`src/rtl/arp_request_if.sv`:
```
// Handshake bundle for arp_request: resolution request/result plus the byte-wide
// MAC RX and TX streams. The slave modport is the arp_request side.
interface arp_request_if;
   logic        req_start;
   logic [31:0] req_ipv4;
   logic        req_busy;
   logic        resolved_valid;
   logic [47:0] resolved_mac;
   logic        timeout;
   logic        data_valid_rx;
   logic [7:0]  data_rx;
   logic        data_valid_tx;
   logic [7:0]  data_tx;
   logic        data_ack_tx;

   modport master (
      output req_start, req_ipv4, data_valid_rx, data_rx, data_ack_tx,
      input  req_busy, resolved_valid, resolved_mac, timeout, data_valid_tx, data_tx
   );

   modport slave (
      input  req_start, req_ipv4, data_valid_rx, data_rx, data_ack_tx,
      output req_busy, resolved_valid, resolved_mac, timeout, data_valid_tx, data_tx
   );
endinterface

```
`src/rtl/arp_request.sv`:
```
// ARP initiator: broadcasts an ARP Request, parses RX for the matching Reply, with
// timeout/retry. Define ARP_REQUEST_PAD_EN to pad the TX frame to 60 bytes.
module arp_request #(
   parameter int unsigned TIMEOUT_CYCLES = 1000000,
   parameter int unsigned MAX_RETRIES    = 3
) (
   input  logic         i_clk,
   input  logic         i_aresetn,
   input  logic [47:0]  i_my_mac,
   input  logic [31:0]  i_my_ipv4,
   arp_request_if.slave io_arp
);

   localparam int unsigned TW = (TIMEOUT_CYCLES > 1) ? $clog2(TIMEOUT_CYCLES) : 1;
   localparam int unsigned RW = (MAX_RETRIES > 0) ? $clog2(MAX_RETRIES + 1) : 1;
   localparam logic [TW-1:0] T_LAST = TW'(TIMEOUT_CYCLES - 1);
   localparam logic [RW-1:0] R_MAX  = RW'(MAX_RETRIES);
`ifdef ARP_REQUEST_PAD_EN
   localparam logic [5:0] TX_LAST = 6'd59;
`else
   localparam logic [5:0] TX_LAST = 6'd41;
`endif
   localparam logic [5:0] RX_LAST = 6'd41;

   localparam logic [1:0] ST_IDLE = 2'd0;
   localparam logic [1:0] ST_SEND = 2'd1;
   localparam logic [1:0] ST_WAIT = 2'd2;

   logic [1:0]    r_state;
   logic [5:0]    r_tx_idx;
   logic [31:0]   r_target;
   logic [RW-1:0] r_retry;
   logic [TW-1:0] r_tcnt;
   logic          r_resolved_valid;
   logic [47:0]   r_resolved_mac;
   logic          r_timeout;

   logic          r_rx_prev;
   logic          r_rx_active;
   logic [5:0]    r_rx_idx;
   logic [47:0]   r_rx_sha;

   logic          w_tx_valid;
   logic [7:0]    w_tx_byte;
   logic          w_rx_chk;
   logic [7:0]    w_rx_exp;
   logic          w_rx_ok;
   logic          w_match;

   function automatic logic [7:0] f_mac_byte(input logic [47:0] mac, input logic [2:0] k);
      logic [7:0] b;
      case (k)
         3'd0:    b = mac[47:40];
         3'd1:    b = mac[39:32];
         3'd2:    b = mac[31:24];
         3'd3:    b = mac[23:16];
         3'd4:    b = mac[15:8];
         3'd5:    b = mac[7:0];
         default: b = '0;
      endcase
      return b;
   endfunction

   function automatic logic [7:0] f_ip_byte(input logic [31:0] ip, input logic [1:0] k);
      logic [7:0] b;
      case (k)
         2'd0:    b = ip[31:24];
         2'd1:    b = ip[23:16];
         2'd2:    b = ip[15:8];
         default: b = ip[7:0];
      endcase
      return b;
   endfunction

   // EtherType through OP (frame bytes 12..21); only the OP low byte differs between directions.
   function automatic logic [7:0] f_hdr_byte(input logic [3:0] k, input logic [7:0] op);
      logic [7:0] b;
      case (k)
         4'd0:    b = 8'h08;
         4'd1:    b = 8'h06;
         4'd2:    b = 8'h00;
         4'd3:    b = 8'h01;
         4'd4:    b = 8'h08;
         4'd5:    b = 8'h00;
         4'd6:    b = 8'h06;
         4'd7:    b = 8'h04;
         4'd8:    b = 8'h00;
         4'd9:    b = op;
         default: b = '0;
      endcase
      return b;
   endfunction

   assign w_tx_valid = (r_state == ST_SEND);

   always_comb begin
      w_tx_byte = '0;
      if (r_tx_idx <= 6'd5)
         w_tx_byte = 8'hFF;
      else if (r_tx_idx <= 6'd11)
         w_tx_byte = f_mac_byte(i_my_mac, 3'(r_tx_idx - 6'd6));
      else if (r_tx_idx <= 6'd21)
         w_tx_byte = f_hdr_byte(4'(r_tx_idx - 6'd12), 8'h01);
      else if (r_tx_idx <= 6'd27)
         w_tx_byte = f_mac_byte(i_my_mac, 3'(r_tx_idx - 6'd22));
      else if (r_tx_idx <= 6'd31)
         w_tx_byte = f_ip_byte(i_my_ipv4, 2'(r_tx_idx - 6'd28));
      else if (r_tx_idx >= 6'd38 && r_tx_idx <= 6'd41)
         w_tx_byte = f_ip_byte(r_target, 2'(r_tx_idx - 6'd38));
   end

   // Expected RX byte at the current parser position; MACs of the Ethernet header and SHA are don't-care.
   always_comb begin
      w_rx_chk = 1'b1;
      w_rx_exp = '0;
      if (r_rx_idx <= 6'd11)
         w_rx_chk = 1'b0;
      else if (r_rx_idx <= 6'd21)
         w_rx_exp = f_hdr_byte(4'(r_rx_idx - 6'd12), 8'h02);
      else if (r_rx_idx <= 6'd27)
         w_rx_chk = 1'b0;
      else if (r_rx_idx <= 6'd31)
         w_rx_exp = f_ip_byte(r_target, 2'(r_rx_idx - 6'd28));
      else if (r_rx_idx <= 6'd37)
         w_rx_exp = f_mac_byte(i_my_mac, 3'(r_rx_idx - 6'd32));
      else if (r_rx_idx <= 6'd41)
         w_rx_exp = f_ip_byte(i_my_ipv4, 2'(r_rx_idx - 6'd38));
      else
         w_rx_chk = 1'b0;
   end

   assign w_rx_ok = !w_rx_chk || (io_arp.data_rx == w_rx_exp);
   assign w_match = r_rx_active && io_arp.data_valid_rx && (r_rx_idx == RX_LAST) && w_rx_ok;

   always_ff @(posedge i_clk or negedge i_aresetn) begin
      if (!i_aresetn) begin
         r_rx_prev   <= 1'b0;
         r_rx_active <= 1'b0;
         r_rx_idx    <= '0;
         r_rx_sha    <= '0;
      end else begin
         r_rx_prev <= io_arp.data_valid_rx;
         if (io_arp.data_valid_rx && !r_rx_prev) begin
            r_rx_active <= 1'b1;
            r_rx_idx    <= 6'd1;
         end else if (r_rx_active) begin
            if (!io_arp.data_valid_rx || !w_rx_ok || r_rx_idx == RX_LAST)
               r_rx_active <= 1'b0;
            else
               r_rx_idx <= r_rx_idx + 6'd1;
            if (io_arp.data_valid_rx && r_rx_idx >= 6'd22 && r_rx_idx <= 6'd27)
               r_rx_sha <= {r_rx_sha[39:0], io_arp.data_rx};
         end
      end
   end

   always_ff @(posedge i_clk or negedge i_aresetn) begin
      if (!i_aresetn) begin
         r_state          <= ST_IDLE;
         r_tx_idx         <= '0;
         r_target         <= '0;
         r_retry          <= '0;
         r_tcnt           <= '0;
         r_resolved_valid <= 1'b0;
         r_resolved_mac   <= '0;
         r_timeout        <= 1'b0;
      end else begin
         r_resolved_valid <= 1'b0;
         r_timeout        <= 1'b0;
         case (r_state)
            ST_IDLE: begin
               if (io_arp.req_start) begin
                  r_target <= io_arp.req_ipv4;
                  r_retry  <= '0;
                  r_tx_idx <= '0;
                  r_state  <= ST_SEND;
               end
            end
            ST_SEND: begin
               if (r_tx_idx == 6'd0) begin
                  if (io_arp.data_ack_tx)
                     r_tx_idx <= 6'd1;
               end else if (r_tx_idx == TX_LAST) begin
                  r_tcnt  <= '0;
                  r_state <= ST_WAIT;
               end else begin
                  r_tx_idx <= r_tx_idx + 6'd1;
               end
            end
            ST_WAIT: begin
               // A match on the expiry cycle takes priority over retry/give-up.
               if (w_match) begin
                  r_resolved_valid <= 1'b1;
                  r_resolved_mac   <= r_rx_sha;
                  r_state          <= ST_IDLE;
               end else if (r_tcnt == T_LAST) begin
                  if (r_retry == R_MAX) begin
                     r_timeout <= 1'b1;
                     r_state   <= ST_IDLE;
                  end else begin
                     r_retry  <= r_retry + 1'b1;
                     r_tx_idx <= '0;
                     r_state  <= ST_SEND;
                  end
               end else begin
                  r_tcnt <= r_tcnt + 1'b1;
               end
            end
            default: r_state <= ST_IDLE;
         endcase
      end
   end

   assign io_arp.req_busy       = (r_state != ST_IDLE);
   assign io_arp.resolved_valid = r_resolved_valid;
   assign io_arp.resolved_mac   = r_resolved_mac;
   assign io_arp.timeout        = r_timeout;
   assign io_arp.data_valid_tx  = w_tx_valid;
   assign io_arp.data_tx        = w_tx_valid ? w_tx_byte : '0;

endmodule

```
`src/flat_wrapper.sv`:
```
// flat-port wrapper written by rule: the top's interface ports become plain ports
module arp_request_flat 
#(
   parameter int unsigned TIMEOUT_CYCLES = 1000000,
   parameter int unsigned MAX_RETRIES    = 3
)
  (i_clk, i_aresetn, i_my_mac, i_my_ipv4, io_arp_req_start, io_arp_req_ipv4, io_arp_data_valid_rx, io_arp_data_rx, io_arp_data_ack_tx, io_arp_req_busy, io_arp_resolved_valid, io_arp_resolved_mac, io_arp_timeout, io_arp_data_valid_tx, io_arp_data_tx);
  arp_request_if io_arp_i ();
  input  logic i_clk;
  input  logic i_aresetn;
  input  logic [47:0] i_my_mac;
  input  logic [31:0] i_my_ipv4;
  input wire logic [$bits(io_arp_i.req_start)-1:0] io_arp_req_start;
  input wire logic [$bits(io_arp_i.req_ipv4)-1:0] io_arp_req_ipv4;
  input wire logic [$bits(io_arp_i.data_valid_rx)-1:0] io_arp_data_valid_rx;
  input wire logic [$bits(io_arp_i.data_rx)-1:0] io_arp_data_rx;
  input wire logic [$bits(io_arp_i.data_ack_tx)-1:0] io_arp_data_ack_tx;
  output wire logic [$bits(io_arp_i.req_busy)-1:0] io_arp_req_busy;
  output wire logic [$bits(io_arp_i.resolved_valid)-1:0] io_arp_resolved_valid;
  output wire logic [$bits(io_arp_i.resolved_mac)-1:0] io_arp_resolved_mac;
  output wire logic [$bits(io_arp_i.timeout)-1:0] io_arp_timeout;
  output wire logic [$bits(io_arp_i.data_valid_tx)-1:0] io_arp_data_valid_tx;
  output wire logic [$bits(io_arp_i.data_tx)-1:0] io_arp_data_tx;
  assign io_arp_i.req_start = io_arp_req_start;
  assign io_arp_i.req_ipv4 = io_arp_req_ipv4;
  assign io_arp_i.data_valid_rx = io_arp_data_valid_rx;
  assign io_arp_i.data_rx = io_arp_data_rx;
  assign io_arp_i.data_ack_tx = io_arp_data_ack_tx;
  assign io_arp_req_busy = io_arp_i.req_busy;
  assign io_arp_resolved_valid = io_arp_i.resolved_valid;
  assign io_arp_resolved_mac = io_arp_i.resolved_mac;
  assign io_arp_timeout = io_arp_i.timeout;
  assign io_arp_data_valid_tx = io_arp_i.data_valid_tx;
  assign io_arp_data_tx = io_arp_i.data_tx;
  arp_request #(.TIMEOUT_CYCLES(TIMEOUT_CYCLES), .MAX_RETRIES(MAX_RETRIES)) u_core (.i_clk(i_clk), .i_aresetn(i_aresetn), .i_my_mac(i_my_mac), .i_my_ipv4(i_my_ipv4), .io_arp(io_arp_i));
endmodule
```
`config.mk`:
```
export PLATFORM = sky130hd
export DESIGN_NAME = arp_request_flat
export DESIGN_NICKNAME = d
export VERILOG_FILES = /design/src/rtl/arp_request_if.sv /design/src/rtl/arp_request.sv /design/src/flat_wrapper.sv
export SDC_FILE = /design/constraint.sdc
export NUM_CORES = 1
export LEC_CHECK = 0
export ABC_CLOCK_PERIOD_IN_PS = 9300
export CAP_MARGIN = 10
export CORE_MARGIN = 5
export CORE_UTILIZATION = 27
export CTS_CLUSTER_SIZE = 30
export DETAILED_ROUTE_END_ITERATION = 7
export MAX_ROUTING_LAYER = met4
export PLACE_DENSITY = 0.54
export SLEW_MARGIN = 20
export SYNTH_ARGS = -nofsm -noshare
export SYNTH_HDL_FRONTEND = slang
export SYNTH_SLANG_ARGS = --single-unit
```
`constraint.sdc`:
```
create_clock -name i_clk -period 9.3 [get_ports i_clk]
set_input_delay 2.325 -clock i_clk [delete_from_list [all_inputs] [get_ports i_clk]]
set_output_delay 2.325 -clock i_clk [all_outputs]
set_load 0.01 [all_outputs]
```
==> metrics.yaml, run 1 <==
worst-path-stages: 10
place_hpwl_microns: 24300
drt_first_pass_iters: 7
drt_iter0_markers: 867
synth.area.top_cells: "dfrtp_1 42%, mux2_2 14%, ha_1 3.5%"
cts_hold_buf: 0
start_kind: "input port"
via_per_inst: 5.46
post_cts_buffers: 0
drive_gt1_share_pct: 16.6
syn_nets: 1117
outcome: "finished clean"
overflow: 0
cts_root_buffer: "clkbuf_16"
stdcell_count: 1599
final.period_utilization_pct: 74.4
reg2reg_depth: 12
wire_per_inst_microns: 21.0
tightest_slew_ns: 1.01
yosysTopAreaCell: "dfrtp_1"
die_w_microns: 202
p_per_area_mw_per_mm2: 223
cts_resized: 0
rsz0062_at_grt: "false"
grtUsageTotal_pct: 16.7
crit_type: "in2out"
ys_warn_count: 0
io_pins: 185
end_kind: "primary output"
die_y_microns: 202
gp_congestion: 0.907
wl_microns: 33600
grt_pass1_wl_microns: 52000
cts_tree: "yes"
grt_pass1_vias: 8665
synth_area_per_cell_sq_um: 10.3
required_ns: 6.98
utilization_pct: 35.1
syn2layout_area_growth_pct: 28.9
remaining_drc_errors: 0
design.core.area_sq_mm: 0.0364
worstHoldPathCells: 1
nFillCells: 3735
cts.sinks: 168
hp-class: "reg2reg"
path_delay_family: "compound AO/OA/AOI/OAI gates"
synth_top_area_share_pct: 42.4
worst_path_most_repeated_cell: "clkdlybuf4s50_1"
htreeDepth: 4
rows: 70
ant_nets: 0
synth_cell_type_count: 65
grt_max_degree: 106
cpPeakStageDelay_ns: 0.50
crit_chain: "clkdlybuf4s50_1 -> a222oi_1 -> nor2_1 -> a21oi_1 -> o22ai_1 -> o211ai_1 -> o31ai_1 -> a221oi_1 -> nor2b_1 -> clkdlybuf4s50_1"
path_clk_slew_ns: 0.07
seq_area_frac_synth_pct: 42.4
numCtsBuffers: 17
p_leak_nw: 5.44
path_buf_inv: 2
numPortBuffers: 184
arrival_ns: 4.60
dp_cells: 1565
cp_slowest_cell: "clkdlybuf4s50_1"
ys.flop_type: "dfrtp_1"
max_freq_mhz: 145
die_area_sq_mm: 0.0407
period_needed_ns: 6.92
path_max_fanout: 2
slew_violations: 0
vias: 8725
clock_path_buffers: 2
setup_viol: 0
hold_viol: 0
cap_violations: 0
synth_seq_cells: 168
synth_area_sq_mm: 0.00993
antenna_found_initial: 1
synth-edff-count: 0
vdd_ir_drop_max_uv: 130
clk_latency_ns: 0.44
fin_skew_ns: 0.0242
layout.nets: 1269
ys_async_sr_fraction_pct: 100
slew-limit-headroom_pct: 32.6
finalSetupTns_ns: 0
initial_core_util_pct: 27.2
netlist_instances: 964
==> final cells by class <==
type | instances | area, sq um | area share, %
clock buffers | 19 | 443 | 3.46
repair buffers | 198 | 1950 | 15.3
flip-flops and latches | 168 | 4200 | 32.9
diodes | 2 | 5.00 | 0.0391
inverters | 30 | 113 | 0.880
multi-input cells | 701 | 5330 | 41.7
well taps | 468 | 586 | 4.58
clock inverters | 13 | 156 | 1.22
==> worst register-to-register path, cell delays in order (launching register included) <==
cell	delay, ns
dfrtp_1	0.50
ha_1	0.56
ha_1	0.64
a32oi_1	0.10
o21ai_0	0.24
o211ai_1	0.19
a221oi_1	0.36
xnor2_1	0.16
nand4_1	0.29
nor3_2	0.75
nand2_2	0.08
buf_4	0.33
mux2_1	0.45
==> report_power, final <==
group | total, mW | internal (mW) | leakage, nW | switching, mW
Clock | 0.735 | 0.412 | 0.293 | 0.323
Combinational | 1.12 | 0.461 | 2.89 | 0.660
Sequential | 0.997 | 0.852 | 2.25 | 0.144
==> per-stage QoR <==
stage	cell area, sq um	hold WS (ns)	total power [mW]	setup slack [ns]
CTS	12800	0.487	2.87	2.42
detailed placement	12200	0.471	2.12	2.44
global placement	12200	0.465	2.11	2.45
global route	12800	0.503	3.02	2.22
floorplan	9930	0.452	1.68	3.55
finish	12800	0.481	2.85	2.38
==> registers in the layout, indices dropped and copies added (netlist names) <==
signal,cells
u_core.r_state,2
u_core.r_rx_active,1
u_core.r_rx_prev,1
u_core.io_arp.resolved_mac,48
u_core.r_tcnt,20
u_core.r_rx_sha,48
u_core.r_target,32
u_core.io_arp.resolved_valid,1
u_core.io_arp.timeout,1
u_core.r_retry,2
u_core.r_rx_idx,6
u_core.r_tx_idx,6
==> layer usage <==
layer / GRT usage, % / share of wire (%)
met1: 23.0 / 47
met2: 24.9 / 45
met3: 3.27 / 6.3
met4: 4.81 / 2.1
met5: - / 0
==> cell families after synthesis <==
family,Yosys count,share of synthesized area (%)
compound gates,261,19.6
simple gates,253,12.8
flops,168,42.4
mux,153,17.2
buf+inv,95,4.00
fa+ha+maj,28,3.53
xor+xnor,6,0.529
==> synthesized netlist by cell type, types with 4 or more instances <==
library cell	count
dfrtp_1	168
mux2_2	121
nand2_1	88
a21oi_1	42
nand3_1	42
clkbuf_1	36
a22oi_1	32
a222oi_1	31
nor2_1	31
inv_1	29
o21ai_0	29
ha_1	28
o211ai_1	25
or4_1	21
mux2_1	20
or3_1	15
a31oi_1	13
a221oi_1	12
buf_1	12
mux2i_1	12
buf_2	11
nor2b_1	10
o21a_1	10
nor3_1	9
and3_1	8
o311ai_0	7
o31ai_1	7
nand2b_1	6
o22ai_1	6
xnor2_1	6
a31o_2	5
buf_4	5
o221ai_1	5
o31a_1	5
a32oi_1	4
nor4_1	4
o2111ai_1	4
or2_2	4
==> path summary, 6_finish.rpt <==
check	from	end	slack [ns]
setup reg to reg	u_core.r_rx_idx[0]	u_core.io_arp.resolved_mac[31]	4.55
max in group asynchronous	i_aresetn	u_core.r_target[28]	5.87
hold / removal	u_core.r_rx_sha[44]	u_core.io_arp.resolved_mac[44]	0.48
min in group asynchronous	i_aresetn	u_core.io_arp.resolved_mac[41]	2.00
setup / recovery	i_my_ipv4[17]	io_arp_data_tx[1]	2.38
hold reg to reg	u_core.r_rx_sha[44]	u_core.io_arp.resolved_mac[44]	0.48
==> cell usage in the layout, fill, tap and decap left out, drive strengths merged, types with 5 or more instances in the layout <==
master	n
o22ai	6
o21a	10
nor2b	10
xnor2	6
nor3	10
mux2	141
o31ai	7
o221ai	5
nand3	42
a31oi	13
mux2i	12
buf	14
ha	28
clkbuf	20
a31o	5
a22oi	32
clkdlybuf4s50	183
and3	8
nand2b	7
a21boi	6
o21ai	32
nor2	31
dfrtp	168
or3	15
a221oi	13
a21oi	42
inv	37
nand2	88
a222oi	31
o211ai	25
o31a	5
o311ai	7
or4	21
Note: power is estimated with default switching activity, not from simulation.
==> inputs of run 2 (changes only) <==
--- a/config.mk
+++ b/config.mk
@@ -5,7 +5,7 @@
 export SDC_FILE = /design/constraint.sdc
 export NUM_CORES = 1
 export LEC_CHECK = 0
-export ABC_CLOCK_PERIOD_IN_PS = 9300
+export ABC_CLOCK_PERIOD_IN_PS = 6700
 export CAP_MARGIN = 10
 export CORE_MARGIN = 5
 export CORE_UTILIZATION = 27
==> constraint.sdc (replaced) <==
create_clock -name i_clk -period 6.7 [get_ports i_clk]
set_input_delay 1.675 -clock i_clk [delete_from_list [all_inputs] [get_ports i_clk]]
set_output_delay 1.675 -clock i_clk [all_outputs]
set_load 0.01 [all_outputs]
==> metrics.yaml, run 2 (same netlist as run 1, synthesis figures left out) <==
die_area_sq_mm: 0.0407  # unchanged
r2r-start: "u_core.r_rx_idx[2]"  # was u_core.r_rx_idx[0]
layout.nets: 1272  # was 1269
numPortBuffers: 184  # unchanged
use_met3_pct: 3.84  # was 3.27%
final.period_utilization_pct: 83.7
post_cts_buffers: 0  # unchanged
setup_viol: 0  # unchanged
vdd_ir_drop_max_uv: 203  # was 130 uV
hold_viol: 0  # unchanged
setup.worst_path.start: "u_core.r_tx_idx[0]"  # was i_my_ipv4[17]
cts_resized: 0  # unchanged
grtUsageTotal_pct: 16.5  # was 16.7%
cts_root_buffer: "clkbuf_16"  # unchanged
crit_type: "reg2out"  # was in2out
rsz0062_at_grt: "false"  # unchanged
reg2reg_depth: 13  # was 12
io_pins: 185  # unchanged
cts_tree: "yes"  # unchanged
via_per_inst: 5.41  # was 5.46
slew_violations: 0  # unchanged
outcome: "finished clean"  # unchanged
cap_violations: 0  # unchanged
nFillCells: 3734  # was 3735
htreeDepth: 4  # unchanged
fin_skew_ns: 0.0136  # was 0.0242 ns
die_w_microns: 202  # unchanged
path_max_fanout: 24  # was 2
finalSetupTns_ns: 0  # unchanged
wl_microns: 33200  # was 33600 microns
grt_use_met1_pct: 22.2  # was 23.0%
required_ns: 5.03  # was 6.98 ns
clk_latency_ns: 0.43  # was 0.44 ns
min_from: "u_core.r_rx_sha[42]"  # was u_core.r_rx_sha[44]
grt_max_degree: 70  # was 106
tightest_slew_ns: 1.07  # was 1.01 ns
p_leak_nw: 5.44  # about the same
p_per_area_mw_per_mm2: 306  # was 223 mW/mm^2
remaining_drc_errors: 0  # unchanged
grt_pass1_wl_microns: 52000  # about the same
cts_hold_buf: 0  # unchanged
cts.sinks: 168  # unchanged
syn2layout_area_growth_pct: 28.9  # unchanged
gp_congestion: 0.917  # was 0.907
initial_core_util_pct: 27.2  # unchanged
mostFrequentLayoutCells: "183 x clkdlybuf4s50_1, 168 x dfrtp_1, 121 x mux2_2, 87 x nand2_1"  # unchanged
slew-limit-headroom_pct: 28.8  # was 32.6%
clock_path_buffers: 2  # unchanged
arrival_ns: 3.93  # was 4.60 ns
numCtsBuffers: 17  # unchanged
timing.rr.end: "u_core.io_arp.resolved_mac[4]"  # was u_core.io_arp.resolved_mac[31]
end_kind: "primary output"  # unchanged
drt_first_pass_iters: 6  # was 7
overflow: 0  # unchanged
endpoint: "io_arp_data_tx[0]"  # was io_arp_data_tx[1]
path_clk_slew_ns: 0.08  # was 0.07 ns
place_hpwl_microns: 24500  # was 24300 microns
drt_iter0_markers: 932  # was 867
grt_pass1_vias: 8717  # was 8665
period_needed_ns: 5.61
start_kind: "flop"  # was input port
die_y_microns: 202  # unchanged
grtUsageMet2_pct: 25.5  # was 24.9%
design.core.area_sq_mm: 0.0364  # unchanged
vias: 8654  # was 8725
final_common_cell: "clkdlybuf4s50_1"  # unchanged
wire_per_inst_microns: 20.7  # was 21.0 microns
antenna_found_initial: 2  # was 1
power_mw: 3.91  # was 2.85 mW
r2r_slack_ns: 2.07  # was 4.55 ns
max_freq_mhz: 178
ant_nets: 0  # unchanged
hp-class: "reg2reg"  # unchanged
drive_gt1_share_pct: 16.8  # was 16.6%
rows: 70  # unchanged
busiest_layer: "met2"  # unchanged
==> run 2: changes by cell type in the layout (fill, tap and decap cells not counted) <==
cell / delta
buf_4: +3
buf_6: +1
bufinv_16: -1
clkbuf_1: -1
clkbuf_8: -2
clkinv_2: -1
clkinvlp_4: +1
inv_6: -1
inv_8: +3
==> run 2: how the worst min path moves through the flow <==
stage	endpoint	slack, ns	cells past startpoint
floorplan	u_core.io_arp.resolved_mac[40]	0.45	1
global placement	u_core.io_arp.resolved_mac[41]	0.46	1
detailed placement	u_core.io_arp.resolved_mac[47]	0.47	1
CTS	u_core.io_arp.resolved_mac[47]	0.49	1
global route	u_core.io_arp.resolved_mac[42]	0.50	1
finish	u_core.io_arp.resolved_mac[42]	0.48	1
==> run 2: routing by layer <==
metal  part of all wire, %  vias up
li1                      -     4016
met1                    46     4298
met2                    46      312
met3                   6.2       28
met4                   1.6        0
met5                     0        -
==> run 2: metrics by stage <==
step / cells / setup slack, ns / cell area (sq um) / utilization, % / hold WS (ns)
floorplan: 964 / 2.25 / 9930 / - / 0.452
global placement: 1568 / 1.16 / 12200 / 33.5 / 0.465
detailed placement: 1568 / 1.13 / 12200 / 33.5 / 0.466
CTS: 1599 / 1.07 / 12800 / 35.1 / 0.487
global route: 1601 / 0.822 / 12800 / 35.1 / 0.504
finish: 1601 / 1.09 / 12800 / 35.1 / 0.484
==> run 2: report_power, final <==
part / internal, mW / leakage [nW] / switching (mW)
Combinational: 0.641 / 2.91 / 0.888
Sequential: 1.18 / 2.25 / 0.209
Clock: 0.529 / 0.281 / 0.465
Total: 2.35 / 5.44 / 1.56
==> run 2: layout make-up <==
cell class	count	area, sq um	share of cell area [%]
antenna	2	5.00	0.0391
clock buffer	17	425	3.33
clock inverter	14	154	1.20
inverter	30	113	0.880
multi-input combinational	701	5330	41.7
sequential	168	4200	32.9
tap	468	586	4.58
timing repair buffer	201	1970	15.4
==> run 2: worst max-delay path, cell delays in order (launching register included) <==
cell and delay (ns):
dfrtp_1 0.49, inv_1 0.12, ha_1 0.87, buf_4 0.35
a222oi_1 0.11, nor2_1 0.14, a21oi_1 0.09, o221ai_1 0.29
o21ai_0 0.14, a22oi_1 0.21, o21a_1 0.14, clkdlybuf4s50_1 0.54
